==> config.mk <==
export PLATFORM = sky130hd
export DESIGN_NAME = sprite_motion_sched
export DESIGN_NICKNAME = d
export VERILOG_FILES = /design/src/rtl/sprite_motion_sched.sv
export SDC_FILE = /design/constraint.sdc
export NUM_CORES = 1
export LEC_CHECK = 0
export CAP_MARGIN = 30
export CELL_PAD_IN_SITES_DETAIL_PLACEMENT = 0
export CELL_PAD_IN_SITES_GLOBAL_PLACEMENT = 1
export CORE_ASPECT_RATIO = 1.1
export CORE_MARGIN = 2
export CORE_UTILIZATION = 30
export CTS_CLUSTER_DIAMETER = 120
export DETAILED_ROUTE_END_ITERATION = 12
export GPL_ROUTABILITY_DRIVEN = 1
export PLACE_DENSITY = 0.55
export SETUP_SLACK_MARGIN = 0.5
export SKIP_CTS_REPAIR_TIMING = 1
export SLEW_MARGIN = 30
export SYNTH_ARGS = -nofsm -noshare
export SYNTH_HDL_FRONTEND = slang
export SYNTH_SLANG_ARGS = --single-unit
==> constraint.sdc <==
create_clock -name clk_i -period 17.3 [get_ports clk_i]
set_input_delay 4.325 -clock clk_i [delete_from_list [all_inputs] [get_ports clk_i]]
set_output_delay 4.325 -clock clk_i [all_outputs]
set_load 0.05 [all_outputs]
==> src/rtl/sprite_motion_sched.sv <==
// rtl/sprite_motion_sched.sv - per-frame sprite motion scheduler with group/split/regroup modes
// One shared step/bounce unit is time-multiplexed over the sprites; results commit atomically.
module sprite_motion_sched #(
  parameter int                  N_SPR     = 4,
  parameter int                  SPR_W     = 200,
  parameter int                  SPR_H     = 250,
  parameter int                  X_MAX     = 1920,
  parameter int                  Y_MAX     = 1080,
  parameter logic [12*N_SPR-1:0] HOME_X    = {12'd1350, 12'd1100, 12'd850, 12'd600},
  parameter logic [12*N_SPR-1:0] HOME_Y    = {4{12'd450}},
  parameter logic [2*N_SPR-1:0]  SPLIT_DIR = 8'b11_01_00_10
) (
  input  logic                 clk_i,
  input  logic                 rst_i,
  input  logic                 cen_i,
  input  logic [3:0]           fvht_i,
  input  logic                 split_i,
  input  logic [3:0]           speed_i,
  output logic [12*N_SPR-1:0]  pos_x_o,
  output logic [12*N_SPR-1:0]  pos_y_o,
  output logic [1:0]           mode_o,
  output logic                 busy_o,
  output logic                 frame_done_o,
  output logic                 overrun_o
);
  localparam int          IW   = $clog2(N_SPR);
  localparam logic [12:0] W13  = 13'(SPR_W);
  localparam logic [12:0] H13  = 13'(SPR_H);
  localparam logic [12:0] XL13 = 13'(X_MAX);
  localparam logic [12:0] YL13 = 13'(Y_MAX);

  typedef enum logic [1:0] {S_IDLE, S_PREP, S_UPDATE, S_COMMIT} state_t;
  typedef enum logic [1:0] {M_GROUP = 2'd0, M_SPLIT = 2'd1, M_REGROUP = 2'd2} mode_t;

  state_t              r_state;
  mode_t               r_mode, r_mode_o;
  logic [IW-1:0]       r_idx;
  logic [11:0]         r_x [N_SPR];
  logic [11:0]         r_y [N_SPR];
  logic [12*N_SPR-1:0] r_pos_x, r_pos_y;
  logic [N_SPR-1:0]    r_dx, r_dy;
  logic                r_gdx, r_gdy, r_pdx, r_pdy;
  logic [3:0]          r_spd, r_sx, r_sy;
  logic                r_vs, r_busy, r_done, r_ovr;

  logic        w_tick, w_dx, w_dy, w_all_home, w_unused;
  logic [11:0] w_px, w_py, w_hx, w_hy, w_gxd, w_gyd, w_gxs, w_gys;
  logic [3:0]  w_spd;
  logic [4:0]  w_rx, w_ry;

  // Returns {flip, step}: room toward the travel edge, clipped to spd; flip when the edge is reached.
  function automatic logic [4:0] step_rule(input logic [11:0] p, input logic dir,
                                           input logic [12:0] size, input logic [12:0] lim,
                                           input logic [3:0] spd);
    logic [12:0] room, s13, avail;
    s13 = {9'd0, spd};
    if (dir) room = (lim > {1'b0, p} + size) ? lim - {1'b0, p} - size : 13'd0;
    else     room = {1'b0, p};
    avail = (s13 < room) ? s13 : room;
    return {(spd != 4'd0) && (room <= s13), avail[3:0]};
  endfunction

  assign w_tick   = cen_i & ~fvht_i[2] & r_vs;
  assign w_unused = ^{fvht_i[3], fvht_i[1:0]};

  // In PREP the unit sees the group bounding box; in UPDATE it sees the indexed sprite.
  always_comb begin
    w_px  = r_x[r_idx];
    w_py  = r_y[r_idx];
    w_dx  = r_dx[r_idx];
    w_dy  = r_dy[r_idx];
    w_spd = r_spd;
    if (r_state == S_PREP) begin
      w_px  = r_gdx ? r_x[N_SPR-1] : r_x[0];
      w_py  = r_y[0];
      w_dx  = r_gdx;
      w_dy  = r_gdy;
      w_spd = speed_i;
    end
  end

  assign w_rx  = step_rule(w_px, w_dx, W13, XL13, w_spd);
  assign w_ry  = step_rule(w_py, w_dy, H13, YL13, w_spd);
  assign w_hx  = HOME_X[12*int'(r_idx) +: 12];
  assign w_hy  = HOME_Y[12*int'(r_idx) +: 12];
  assign w_gxd = (w_hx > w_px) ? w_hx - w_px : w_px - w_hx;
  assign w_gyd = (w_hy > w_py) ? w_hy - w_py : w_py - w_hy;
  assign w_gxs = (w_gxd < {8'd0, r_spd}) ? w_gxd : {8'd0, r_spd};
  assign w_gys = (w_gyd < {8'd0, r_spd}) ? w_gyd : {8'd0, r_spd};

  always_comb begin
    w_all_home = 1'b1;
    for (int i = 0; i < N_SPR; i++)
      if (r_x[i] != HOME_X[12*i +: 12] || r_y[i] != HOME_Y[12*i +: 12]) w_all_home = 1'b0;
  end

  always_ff @(posedge clk_i) begin
    if (rst_i) begin
      for (int i = 0; i < N_SPR; i++) begin
        r_x[i] <= HOME_X[12*i +: 12];
        r_y[i] <= HOME_Y[12*i +: 12];
      end
      r_pos_x  <= HOME_X;
      r_pos_y  <= HOME_Y;
      r_mode   <= M_GROUP;
      r_mode_o <= M_GROUP;
      r_state  <= S_IDLE;
      r_idx    <= '0;
      r_dx     <= '0;
      r_dy     <= '0;
      r_gdx    <= 1'b1;
      r_gdy    <= 1'b1;
      r_pdx    <= 1'b1;
      r_pdy    <= 1'b1;
      r_spd    <= '0;
      r_sx     <= '0;
      r_sy     <= '0;
      r_vs     <= 1'b0;
      r_busy   <= 1'b0;
      r_done   <= 1'b0;
      r_ovr    <= 1'b0;
    end else if (cen_i) begin
      r_vs   <= fvht_i[2];
      r_done <= 1'b0;
      if (w_tick && r_state != S_IDLE) r_ovr <= 1'b1;
      case (r_state)
        S_IDLE: if (w_tick) begin
          r_state <= S_PREP;
          r_busy  <= 1'b1;
        end
        S_PREP: begin
          r_spd   <= speed_i;
          r_idx   <= '0;
          r_state <= S_UPDATE;
          r_pdx   <= r_gdx;
          r_pdy   <= r_gdy;
          r_sx    <= w_rx[3:0];
          r_sy    <= w_ry[3:0];
          if (split_i && r_mode != M_SPLIT) begin
            r_mode <= M_SPLIT;
            for (int i = 0; i < N_SPR; i++) begin
              r_dx[i] <= SPLIT_DIR[2*i];
              r_dy[i] <= SPLIT_DIR[2*i+1];
            end
          end else if (!split_i && r_mode == M_SPLIT) begin
            r_mode <= M_REGROUP;
          end else if (r_mode == M_GROUP) begin
            if (w_rx[4]) r_gdx <= ~r_gdx;
            if (w_ry[4]) r_gdy <= ~r_gdy;
          end
        end
        S_UPDATE: begin
          case (r_mode)
            M_GROUP: begin
              r_x[r_idx] <= r_pdx ? w_px + {8'd0, r_sx} : w_px - {8'd0, r_sx};
              r_y[r_idx] <= r_pdy ? w_py + {8'd0, r_sy} : w_py - {8'd0, r_sy};
            end
            M_SPLIT: begin
              r_x[r_idx] <= w_dx ? w_px + {8'd0, w_rx[3:0]} : w_px - {8'd0, w_rx[3:0]};
              r_y[r_idx] <= w_dy ? w_py + {8'd0, w_ry[3:0]} : w_py - {8'd0, w_ry[3:0]};
              if (w_rx[4]) r_dx[r_idx] <= ~w_dx;
              if (w_ry[4]) r_dy[r_idx] <= ~w_dy;
            end
            default: begin
              r_x[r_idx] <= (w_hx > w_px) ? w_px + w_gxs : w_px - w_gxs;
              r_y[r_idx] <= (w_hy > w_py) ? w_py + w_gys : w_py - w_gys;
            end
          endcase
          if (r_idx == IW'(N_SPR - 1)) r_state <= S_COMMIT;
          else                         r_idx   <= r_idx + 1'b1;
        end
        default: begin
          for (int i = 0; i < N_SPR; i++) begin
            r_pos_x[12*i +: 12] <= r_x[i];
            r_pos_y[12*i +: 12] <= r_y[i];
          end
          if (r_mode == M_REGROUP && w_all_home) begin
            r_mode   <= M_GROUP;
            r_mode_o <= M_GROUP;
            r_gdx    <= 1'b1;
            r_gdy    <= 1'b1;
          end else begin
            r_mode_o <= r_mode;
          end
          r_done  <= 1'b1;
          r_busy  <= 1'b0;
          r_state <= S_IDLE;
        end
      endcase
    end
  end

  assign pos_x_o      = r_pos_x;
  assign pos_y_o      = r_pos_y;
  assign mode_o       = r_mode_o;
  assign busy_o       = r_busy;
  assign frame_done_o = r_done;
  assign overrun_o    = r_ovr;
endmodule

==> summary.md, run 1 <==
### Setup path
* Critical Path End Type: register
* cell at the slowest stage of the critical path: sky130_fd_sc_hd__mux2i_1
* critical path startpoint: speed_i[1]
* critical setup path kind: input port to register
* length in cells of the worst reg-to-reg path: 43
* kind of start point of the critical path: input port
* maximum cell stage delay along the critical path: 0.69 ns
* launching point of the worst reg2reg path: r_state[1]$_SDFFE_PP0P_
* largest fanout on the critical path: 16
* register-to-register path setup slack: 5.81 ns
* signal arrival time at the worst endpoint: 11.97 ns
* CP Data Required Time: 17.59 ns
* FF-to-FF End: r_y[3][11]$_DFFE_PP_

### Synthesis
* synth warn: 0
* sequential area share after synthesis: 0.3507
* net count after synthesis: 1,959
* share of synthesized flip-flops with an asynchronous set or reset: 0
* mean cell area of the mapped netlist: 8.517 um^2
* top cells by count, synth: sky130_fd_sc_hd__nand2_1 (339), sky130_fd_sc_hd__nor2_1 (150), sky130_fd_sc_hd__a21oi_1 (142)
* leading post-synthesis cells by cell area: sky130_fd_sc_hd__edfxtp_1 (18%), sky130_fd_sc_hd__dfxtp_1 (17%), sky130_fd_sc_hd__nand2_1 (8.0%)
* post-synth cell types: 109
* count of flip-flops with a built-in enable after synthesis: 96
* Syn Inst Count: 1,863
* area share of the leading cell type in the synthesized netlist: 0.1817
* area of the mapped netlist: 15,870 um^2
* leading register cell type out of synthesis: sky130_fd_sc_hd__dfxtp_1
* number of flip-flops and latches in the synthesized netlist: 230
* most frequently used cell type in the post-synthesis netlist: sky130_fd_sc_hd__nand2_1
* dominant cell type by area after synthesis: sky130_fd_sc_hd__edfxtp_1

### STA
* RSZ-0062 raised after global routing: no
* Post-Route Setup TNS: 0 ns
* final critical-path share of the clock period: 0.6749
* post-layout min period: 11.68 ns
* tightest hold margin: 0.4524 ns
* timing-limited maximum frequency: 85.65 MHz
* endpoints failing setup: 0
* slew of the pin with the lowest slew margin: 1.122 ns
* Hold Violations, Final: 0
* max-slew violations: 0
* worst slew margin relative to its limit: 0.2464
* Post-Route Skew: 0.01870 ns

### Pwr
* total power divided by cell area: 76.98 nW/um^2
* relative contribution of the clock network to total power: 0.443
* post-layout total power: 1.434 mW
* switching power: 0.3972 mW
* logic gate share of total power: 0.150
* Sequential Power Share: 0.406
* VDD IR max: 0.05841 mV
* internal power contribution: 1.037 mW
* leakage power figure: 6.792 nW
* fraction of power spent switching nets: 0.2770

### Floorplan
* starting utilization of the core area: 0.3028
* number of primary I/O pins: 113
* die area: 54,750 um^2
* die boundary width: 223.3 um
* std cell rows: 88
* floorplan core area: 52,410 um^2
* vertical die dimension: 245.2 um

### Layout
* post-route non-filler standard cell count: 2,624
* Ant. Diodes: 0
* layout filler cell count: 5,458
* fraction of layout instances using a drive strength above 1: 0.08774
* Final Core Density: 0.3554
* layout overhead on the synthesized area: 17.40%
* final net count: 2,023

### Global routing
* GRT Total Usage: 0.2078
* wire length of the first global-routing pass: 88,130 um
* number of antenna violations at the first check in global routing: 0
* global route overflow: 0
* pin count of the biggest net entering global routing: 101
* via count of the first global-routing pass: 13,960

### Clocking
* number of H-tree levels: 1
* clock root buffer: sky130_fd_sc_hd__clkbuf_16
* clock tree from TritonCTS: built
* Clock Latency Late Sink: 0.56 ns
* clock-pin slew reported for the worst setup and hold paths after clock tree synthesis: 0.06 ns
* Clock Path Buffers: 3
* total clock buffers created by CTS: 28
* CTS sink count: 230

### Route
* DRC violation count after routing: 0
* routed length per placed instance: 22.10 um
* vias after detailed routing: 14,290
* total length of routed wires: 57,990 um
* mean number of vias per cell: 5.447
* length of the first detailed-routing pass in iterations: 5
* 1st-iter DRT viols: 1,262
* Detail Route Antenna Nets: 0

### Place
* total instance count after detailed placement: 2,571
* number of buffers inserted by port buffering: 109
* GPL Wtd Cong: 0.8859
* total half-perimeter wirelength after legalization and detailed placement: 43,190 um

### Hold path
* terminating pin of the worst hold path: pos_y_o[10]$_SDFFE_PP0P_
* critical hold path startpoint: pos_y_o[10]$_SDFFE_PP0P_
* Worst Hold Path Cells: 2
* kind of path behind the tightest hold check: register to register

### Outcome
* run status: completed

### Job
* max cap viols: 0

-- layer usage --
| layer | track usage | routed length [um] | up-vias |
|---|---|---|---|
| li1 | - | - | 6871 |
| met1 | 0.2951 | 27720 | 6981 |
| met2 | 0.3365 | 26310 | 379 |
| met3 | 0.02215 | 2697 | 63 |
| met4 | 0.05255 | 1264 | 0 |
| met5 | 0 | 0 | - |
-- layout make-up --
cell class	instances	area, um^2	share of cell area
Sequential cell	230	5567	0.2988
Multi-Input combinational cell	1450	9573	0.5139
Timing Repair Buffer	140	1346	0.07227
Clock buffer	39	845.8	0.04540
Tap cell	675	844.6	0.04534
Inverter	77	291.5	0.01565
Clock inverter	13	161.4	0.008664
-- power groups by stage --
| stage | sequential [mW] | clock, mW | combinational [mW] |
|---|---|---|---|
| floorplan | 0.587 | 0 | 0.152 |
| global placement | 0.594 | 0 | 0.211 |
| detailed placement | 0.595 | 0 | 0.213 |
| CTS | 0.583 | 0.647 | 0.214 |
| global route | 0.583 | 0.671 | 0.237 |
| finish | 0.583 | 0.636 | 0.216 |
-- registers in the layout, summed over array words and instances, names as in the netlist, named ones only --
signal,flops
busy_o,1
r_sx,4
r_pdx,1
frame_done_o,1
r_gdy,1
r_x,48
r_mode,2
pos_x_o,48
r_y,48
mode_o,2
r_sy,4
overrun_o,1
r_vs,1
r_spd,4
r_dx,4
r_pdy,1
pos_y_o,48
r_idx,2
r_state,2
r_gdx,1
r_dy,4
-- cells in the final DEF, fill, tap and decap left out, types with 14 or more instances in the layout --
| cell type | count |
|---|---|
| sky130_fd_sc_hd__a211oi_1 | 24 |
| sky130_fd_sc_hd__a21o_1 | 18 |
| sky130_fd_sc_hd__a21oi_1 | 142 |
| sky130_fd_sc_hd__a31oi_1 | 18 |
| sky130_fd_sc_hd__and2_1 | 15 |
| sky130_fd_sc_hd__buf_4 | 30 |
| sky130_fd_sc_hd__clkbuf_16 | 31 |
| sky130_fd_sc_hd__clkdlybuf4s50_1 | 108 |
| sky130_fd_sc_hd__dfxtp_1 | 133 |
| sky130_fd_sc_hd__edfxtp_1 | 96 |
| sky130_fd_sc_hd__ha_1 | 79 |
| sky130_fd_sc_hd__inv_1 | 66 |
| sky130_fd_sc_hd__mux2_2 | 20 |
| sky130_fd_sc_hd__mux2i_1 | 60 |
| sky130_fd_sc_hd__nand2_1 | 338 |
| sky130_fd_sc_hd__nand2b_1 | 21 |
| sky130_fd_sc_hd__nand3_1 | 37 |
| sky130_fd_sc_hd__nand3b_1 | 42 |
| sky130_fd_sc_hd__nand4_1 | 28 |
| sky130_fd_sc_hd__nor2_1 | 149 |
| sky130_fd_sc_hd__nor2b_1 | 14 |
| sky130_fd_sc_hd__nor3_1 | 37 |
| sky130_fd_sc_hd__nor4_1 | 21 |
| sky130_fd_sc_hd__o21a_1 | 15 |
| sky130_fd_sc_hd__o21ai_0 | 61 |
| sky130_fd_sc_hd__xnor2_1 | 41 |
-- critical path: cells and delay by family --
family / cells / cell delay, ns
XOR/XNOR: 2 / 0.33
buffers and inverters: 2 / 0.65
adder cells (fa/ha/maj): 3 / 1.01
multiplexers: 2 / 0.74
AO/OA/AOI/OAI: 16 / 3.59
AND/OR/NAND/NOR: 5 / 1.27
-- cells by family (layout without fill, tap and decap cells) --
family / after synthesis / count (layout) / share of synthesized area
AO/OA/AOI/OAI: 417 / 417 / 0.1856
AND/OR/NAND/NOR: 801 / 801 / 0.2496
adder cells (fa/ha/maj): 84 / 84 / 0.06813
buffers and inverters: 183 / 269 / 0.04881
flip-flops: 230 / 230 / 0.3507
multiplexers: 95 / 95 / 0.06781
XOR/XNOR: 53 / 53 / 0.02925
-- worst max path at each step --
| stage | depth (start not counted) | end |
|---|---|---|
| after global placement | 32 | r_x[2][11]$_SDFFCE_PN0P_ |
| after detailed placement | 32 | r_x[2][11]$_SDFFCE_PN0P_ |
| after floorplan | 28 | r_y[3][11]$_DFFE_PP_ |
| after CTS | 32 | r_x[2][11]$_SDFFCE_PN0P_ |
| final | 30 | r_y[3][11]$_DFFE_PP_ |
| after global routing | 30 | r_y[3][11]$_DFFE_PP_ |
-- through the flow --
step / worst slack, ns / area [um^2]
2_1_floorplan: 7.104 / 15870
3_3_place_gp: 5.212 / 17560
3_5_place_dp: 5.186 / 17600
4_1_cts: 5.737 / 18610
5_1_grt: 5.058 / 18630
6_report: 5.625 / 18630
No activity file was read; power rests on OpenSTA's default activity.
==> inputs of run 2 (changes only) <==
--- a/config.mk
+++ b/config.mk
@@ -14,7 +14,7 @@
 export CTS_CLUSTER_DIAMETER = 120
 export DETAILED_ROUTE_END_ITERATION = 12
 export GPL_ROUTABILITY_DRIVEN = 1
-export PLACE_DENSITY = 0.55
+export PLACE_DENSITY = 0.57
 export SETUP_SLACK_MARGIN = 0.5
 export SKIP_CTS_REPAIR_TIMING = 1
 export SLEW_MARGIN = 30
==> constraint.sdc (replaced) <==
create_clock -name clk_i -period 10.16 [get_ports clk_i]
set_input_delay 2.54 -clock clk_i [delete_from_list [all_inputs] [get_ports clk_i]]
set_output_delay 2.54 -clock clk_i [all_outputs]
set_load 0.05 [all_outputs]
==> summary.md, run 2 (synthesis results as in run 1) <==
### Pwr
* total power divided by cell area: 125.8 nW/um^2
* leakage power figure: 7.000 nW
* internal power contribution: 1.722 mW
* fraction of power spent switching nets: 0.2801
* logic gate share of total power: 0.162
* relative contribution of the clock network to total power: 0.423
* VDD IR max: 0.1102 mV
* post-layout total power: 2.392 mW
* switching power: 0.6700 mW
* Sequential Power Share: 0.415

### Floorplan
* starting utilization of the core area: 0.3028
* number of primary I/O pins: 113
* std cell rows: 88
* die boundary width: 223.3 um
* die area: 54,750 um^2
* vertical die dimension: 245.2 um
* floorplan core area: 52,410 um^2

### Layout
* final net count: 2,063
* most common cell after layout, fill and taps aside: sky130_fd_sc_hd__nand2_1
* highest-count cells in the layout ignoring fill and taps: sky130_fd_sc_hd__nand2_1 (338), sky130_fd_sc_hd__nor2_1 (149), sky130_fd_sc_hd__a21oi_1 (139)
* layout filler cell count: 5,402
* Final Core Density: 0.3628
* Ant. Diodes: 0
* fraction of layout instances using a drive strength above 1: 0.1156
* post-route non-filler standard cell count: 2,664
* total non-filler cell area in the finished layout: 19,010 um^2
* layout overhead on the synthesized area: 19.83%

### Outcome
* run status: completed

### Setup path
* kind of start point of the critical path: register
* length in cells of the worst reg-to-reg path: 44
* signal arrival time at the worst endpoint: 9.34 ns
* maximum cell stage delay along the critical path: 0.54 ns
* Critical Path End Type: register
* cell at the slowest stage of the critical path: sky130_fd_sc_hd__or4_1
* CP Data Required Time: 10.43 ns
* largest fanout on the critical path: 15
* critical setup path kind: register to register

### STA
* worst slew margin relative to its limit: 0.3712
* max-slew violations: 0
* Hold Violations, Final: 0
* slew of the pin with the lowest slew margin: 0.9169 ns
* endpoints failing setup: 0
* timing-limited maximum frequency: 110.3 MHz
* Post-Route Skew: 0.01722 ns
* final critical-path share of the clock period: 0.8923
* post-layout min period: 9.066 ns
* tightest hold margin: 0.4543 ns
* final setup slack of the worst path: 1.094 ns
* RSZ-0062 raised after global routing: yes
* Post-Route Setup TNS: 0 ns

### Clocking
* Clock Path Buffers: 3
* CTS sink count: 230
* total clock buffers created by CTS: 28
* clock-pin slew reported for the worst setup and hold paths after clock tree synthesis: 0.06 ns
* number of H-tree levels: 1
* clock tree from TritonCTS: built
* Clock Latency Late Sink: 0.56 ns
* clock root buffer: sky130_fd_sc_hd__clkbuf_16

### Place
* pre-CTS worst setup slack: 0.4898 ns
* placed inst area: 17,840 um^2
* total instance count after detailed placement: 2,603
* GPL Wtd Cong: 0.9099
* total half-perimeter wirelength after legalization and detailed placement: 43,950 um
* number of buffers inserted by port buffering: 109

### Job
* max cap viols: 0

### Route
* DRC violation count after routing: 0
* Detail Route Antenna Nets: 0
* mean number of vias per cell: 5.434
* length of the first detailed-routing pass in iterations: 6
* routed length per placed instance: 21.88 um
* vias after detailed routing: 14,480
* 1st-iter DRT viols: 1,158
* total length of routed wires: 58,280 um

### Global routing
* global route overflow: 0
* wire length of the first global-routing pass: 88,260 um
* number of antenna violations at the first check in global routing: 0
* pin count of the biggest net entering global routing: 101
* GRT Total Usage: 0.2085
* via count of the first global-routing pass: 13,960

### Hold path
* kind of path behind the tightest hold check: register to register
* Worst Hold Path Cells: 2

-- run 2: cell types whose count changed in the layout (fill, tap and decap cells not counted), moves of 3 or more --
cell	previous run	this run
sky130_fd_sc_hd__buf_4	30	68
sky130_fd_sc_hd__o21ai_0	61	54
sky130_fd_sc_hd__o21ai_1	4	11
sky130_fd_sc_hd__clkinv_2	1	6
sky130_fd_sc_hd__a21oi_1	142	139
sky130_fd_sc_hd__a21oi_2	0	3
-- run 2: final cells by class --
cell class | count | area, um^2 | share of cell area
multi-input cells | 1450 | 9711 | 0.5107
flip-flops and latches | 230 | 5570 | 0.2930
inverters | 77 | 299.0 | 0.01573
clock buffers | 37 | 795.8 | 0.04185
clock inverters | 15 | 136.4 | 0.007172
repair buffers | 180 | 1658 | 0.08719
well taps | 675 | 844.6 | 0.04442
-- run 2: critical path: cells and delay by family, from the launching register on --
kind | cells | cell delay (ns)
flip-flops | 1 | 0.33
adder cells (fa/ha/maj) | 5 | 1.30
AND/OR/NAND/NOR | 9 | 1.89
buffers and inverters | 6 | 0.89
multiplexers | 1 | 0.07
XOR/XNOR | 2 | 0.24
AO/OA/AOI/OAI | 21 | 4.04
-- run 2: metal layers --
metal / track usage / share of wire / vias to the layer above
met5: 0 / 0 / -
met3: 0.02059 / 0.044 / 82
met4: 0.05392 / 0.024 / 0
met1: 0.2939 / 0.47 / 7009
li1: - / - / 6948
met2: 0.3411 / 0.46 / 438
-- run 2: path summary, 6_finish.rpt --
kind	from	end	slack, ns
worst max-delay path	r_state[1]$_SDFFE_PP0P_	r_y[3][11]$_DFFE_PP_	1.09
worst min register to register	pos_y_o[41]$_SDFFE_PP0P_	pos_y_o[41]$_SDFFE_PP0P_	0.45
worst min-delay path	pos_y_o[41]$_SDFFE_PP0P_	pos_y_o[41]$_SDFFE_PP0P_	0.45
worst max register to register	r_state[1]$_SDFFE_PP0P_	r_y[3][11]$_DFFE_PP_	1.09
-- run 2: power by group through the flow --
stage | clock (mW) | sequential, mW | combinational [mW]
6_report | 1.01 | 0.993 | 0.388
5_1_grt | 1.07 | 0.993 | 0.425
4_1_cts | 1.03 | 0.993 | 0.375
3_5_place_dp | 0 | 1.01 | 0.373
3_3_place_gp | 0 | 1.01 | 0.369
2_1_floorplan | 0 | 1.00 | 0.259
==> inputs of run 3 (changes only) <==
--- a/config.mk
+++ b/config.mk
@@ -14,7 +14,7 @@
 export CTS_CLUSTER_DIAMETER = 120
 export DETAILED_ROUTE_END_ITERATION = 12
 export GPL_ROUTABILITY_DRIVEN = 1
-export PLACE_DENSITY = 0.57
+export PLACE_DENSITY = 0.6
 export SETUP_SLACK_MARGIN = 0.5
 export SKIP_CTS_REPAIR_TIMING = 1
 export SLEW_MARGIN = 30
==> constraint.sdc (replaced) <==
create_clock -name clk_i -period 10.16 [get_ports clk_i]
set_input_delay 2.54 -clock clk_i [delete_from_list [all_inputs] [get_ports clk_i]]
set_output_delay 2.54 -clock clk_i [all_outputs]
set_load 0.02 [all_outputs]
==> summary.md, run 3 (synthesis results as in run 1) <==
### Outcome
* run status: completed

### Clocking
* CTS sink count: 230
* Clock Latency Late Sink: 0.55 ns
* clock-pin slew reported for the worst setup and hold paths after clock tree synthesis: 0.06 ns
* total clock buffers created by CTS: 27
* clock root buffer: sky130_fd_sc_hd__clkbuf_16
* number of H-tree levels: 1
* Clock Path Buffers: 3
* clock tree from TritonCTS: built

### STA
* slew of the pin with the lowest slew margin: 1.005 ns
* Post-Route Setup TNS: 0 ns
* worst slew margin relative to its limit: 0.3266
* RSZ-0062 raised after global routing: no
* Hold Violations, Final: 0
* endpoints failing setup: 0
* max-slew violations: 0
* final setup slack of the worst path: 1.145 ns
* timing-limited maximum frequency: 110.9 MHz
* final critical-path share of the clock period: 0.8873
* Post-Route Skew: 0.01343 ns
* post-layout min period: 9.015 ns

### Global routing
* wire length of the first global-routing pass: 85,720 um
* global route overflow: 0
* number of antenna violations at the first check in global routing: 0
* GRT Total Usage: 0.2021
* via count of the first global-routing pass: 13,750
* pin count of the biggest net entering global routing: 101

### Route
* length of the first detailed-routing pass in iterations: 5
* mean number of vias per cell: 5.416
* DRC violation count after routing: 0
* vias after detailed routing: 14,470
* Detail Route Antenna Nets: 0
* routed length per placed instance: 21.26 um
* 1st-iter DRT viols: 1,117
* total length of routed wires: 56,790 um

### Setup path
* cell at the slowest stage of the critical path: sky130_fd_sc_hd__or4_1
* kind of start point of the critical path: register
* maximum cell stage delay along the critical path: 0.52 ns
* critical setup path kind: register to register
* cell seen most often among critical-path stages: sky130_fd_sc_hd__buf_4
* CP Data Required Time: 10.44 ns
* Critical Path End Type: register
* largest fanout on the critical path: 15
* signal arrival time at the worst endpoint: 9.30 ns

### Hold path
* kind of path behind the tightest hold check: register to register

### Layout
* fraction of layout instances using a drive strength above 1: 0.1127
* layout filler cell count: 5,398
* final net count: 2,072
* most common cell after layout, fill and taps aside: sky130_fd_sc_hd__nand2_1
* layout overhead on the synthesized area: 19.16%
* area taken by multi-input logic gates: 9659 um^2
* highest-count cells in the layout ignoring fill and taps: sky130_fd_sc_hd__nand2_1 (338), sky130_fd_sc_hd__nor2_1 (150), sky130_fd_sc_hd__a21oi_1 (139)
* Ant. Diodes: 0
* flip-flop and latch area: 5572 um^2

### Place
* GPL Wtd Cong: 0.9372
* pre-CTS worst setup slack: 0.2452 ns
* total half-perimeter wirelength after legalization and detailed placement: 42,770 um
* number of buffers inserted by port buffering: 109

### Floorplan
* std cell rows: 88
* die boundary width: 223.3 um
* vertical die dimension: 245.2 um
* die area: 54,750 um^2
* floorplan core area: 52,410 um^2
* starting utilization of the core area: 0.3028
* number of primary I/O pins: 113

### Pwr
* relative contribution of the clock network to total power: 0.397
* fraction of power spent switching nets: 0.2837
* logic gate share of total power: 0.168
* total power divided by cell area: 120.4 nW/um^2
* leakage power figure: 6.960 nW
* VDD IR max: 0.09535 mV
* switching power: 0.6458 mW
* Sequential Power Share: 0.435
* internal power contribution: 1.631 mW

### Job
* max cap viols: 0

[run 3: path summary, 6_finish.rpt]
kind / from / end / slack [ns] / cells after the start
min: pos_y_o[15]$_SDFFE_PP0P_ / pos_y_o[15]$_SDFFE_PP0P_ / 0.45 / 2
min reg2reg: pos_y_o[15]$_SDFFE_PP0P_ / pos_y_o[15]$_SDFFE_PP0P_ / 0.45 / 2
max: r_state[1]$_SDFFE_PP0P_ / r_y[3][11]$_DFFE_PP_ / 1.14 / 44
max reg2reg: r_state[1]$_SDFFE_PP0P_ / r_y[3][11]$_DFFE_PP_ / 1.14 / 44
[run 3: per-stage QoR]
stage               instances    util  area [um^2]  total power, mW  hold slack, ns
floorplan                1863       -        15870            1.258          0.4333
CTS                      2657  0.3559        18650            2.287          0.4562
global route             2671  0.3608        18910            2.371          0.4747
detailed placement       2608  0.3406        17850            1.380          0.4479
global placement         2608  0.3404        17840            1.376          0.4449
finish                   2671  0.3608        18910            2.276          0.4536
[run 3: power groups by stage]
stage / Clock [mW] / Combinational [mW] / Sequential (mW)
2_1_floorplan: 0 / 0.259 / 1.00
3_3_place_gp: 0 / 0.365 / 1.01
3_5_place_dp: 0 / 0.369 / 1.01
4_1_cts: 0.925 / 0.371 / 0.991
5_1_grt: 0.959 / 0.421 / 0.992
6_report: 0.903 / 0.383 / 0.991
[run 3: worst max-delay path, delay by kind of cell, from the launching register on]
kind	cells	cell delay, ns
buffers and inverters	8	1.21
adder cells (fa/ha/maj)	5	1.28
flip-flops	1	0.33
AO/OA/AOI/OAI	20	3.86
XOR/XNOR	2	0.25
AND/OR/NAND/NOR	8	1.73
multiplexers	1	0.07
[run 3: cell type report]
type / instances / share of cell area
flip-flops and latches: 230 / 0.2947
clock buffers: 33 / 0.03692
repair buffers: 190 / 0.09165
well taps: 675 / 0.04467
multi-input cells: 1450 / 0.5109
inverters: 77 / 0.01562
clock inverters: 16 / 0.005625
[run 3: routing by layer]
metal	up-vias	share of wire	GRT usage
li1	6978	-	-
met1	6965	0.46	0.2791
met2	446	0.47	0.3393
met3	76	0.051	0.01903
met4	0	0.023	0.05020
met5	-	0	0
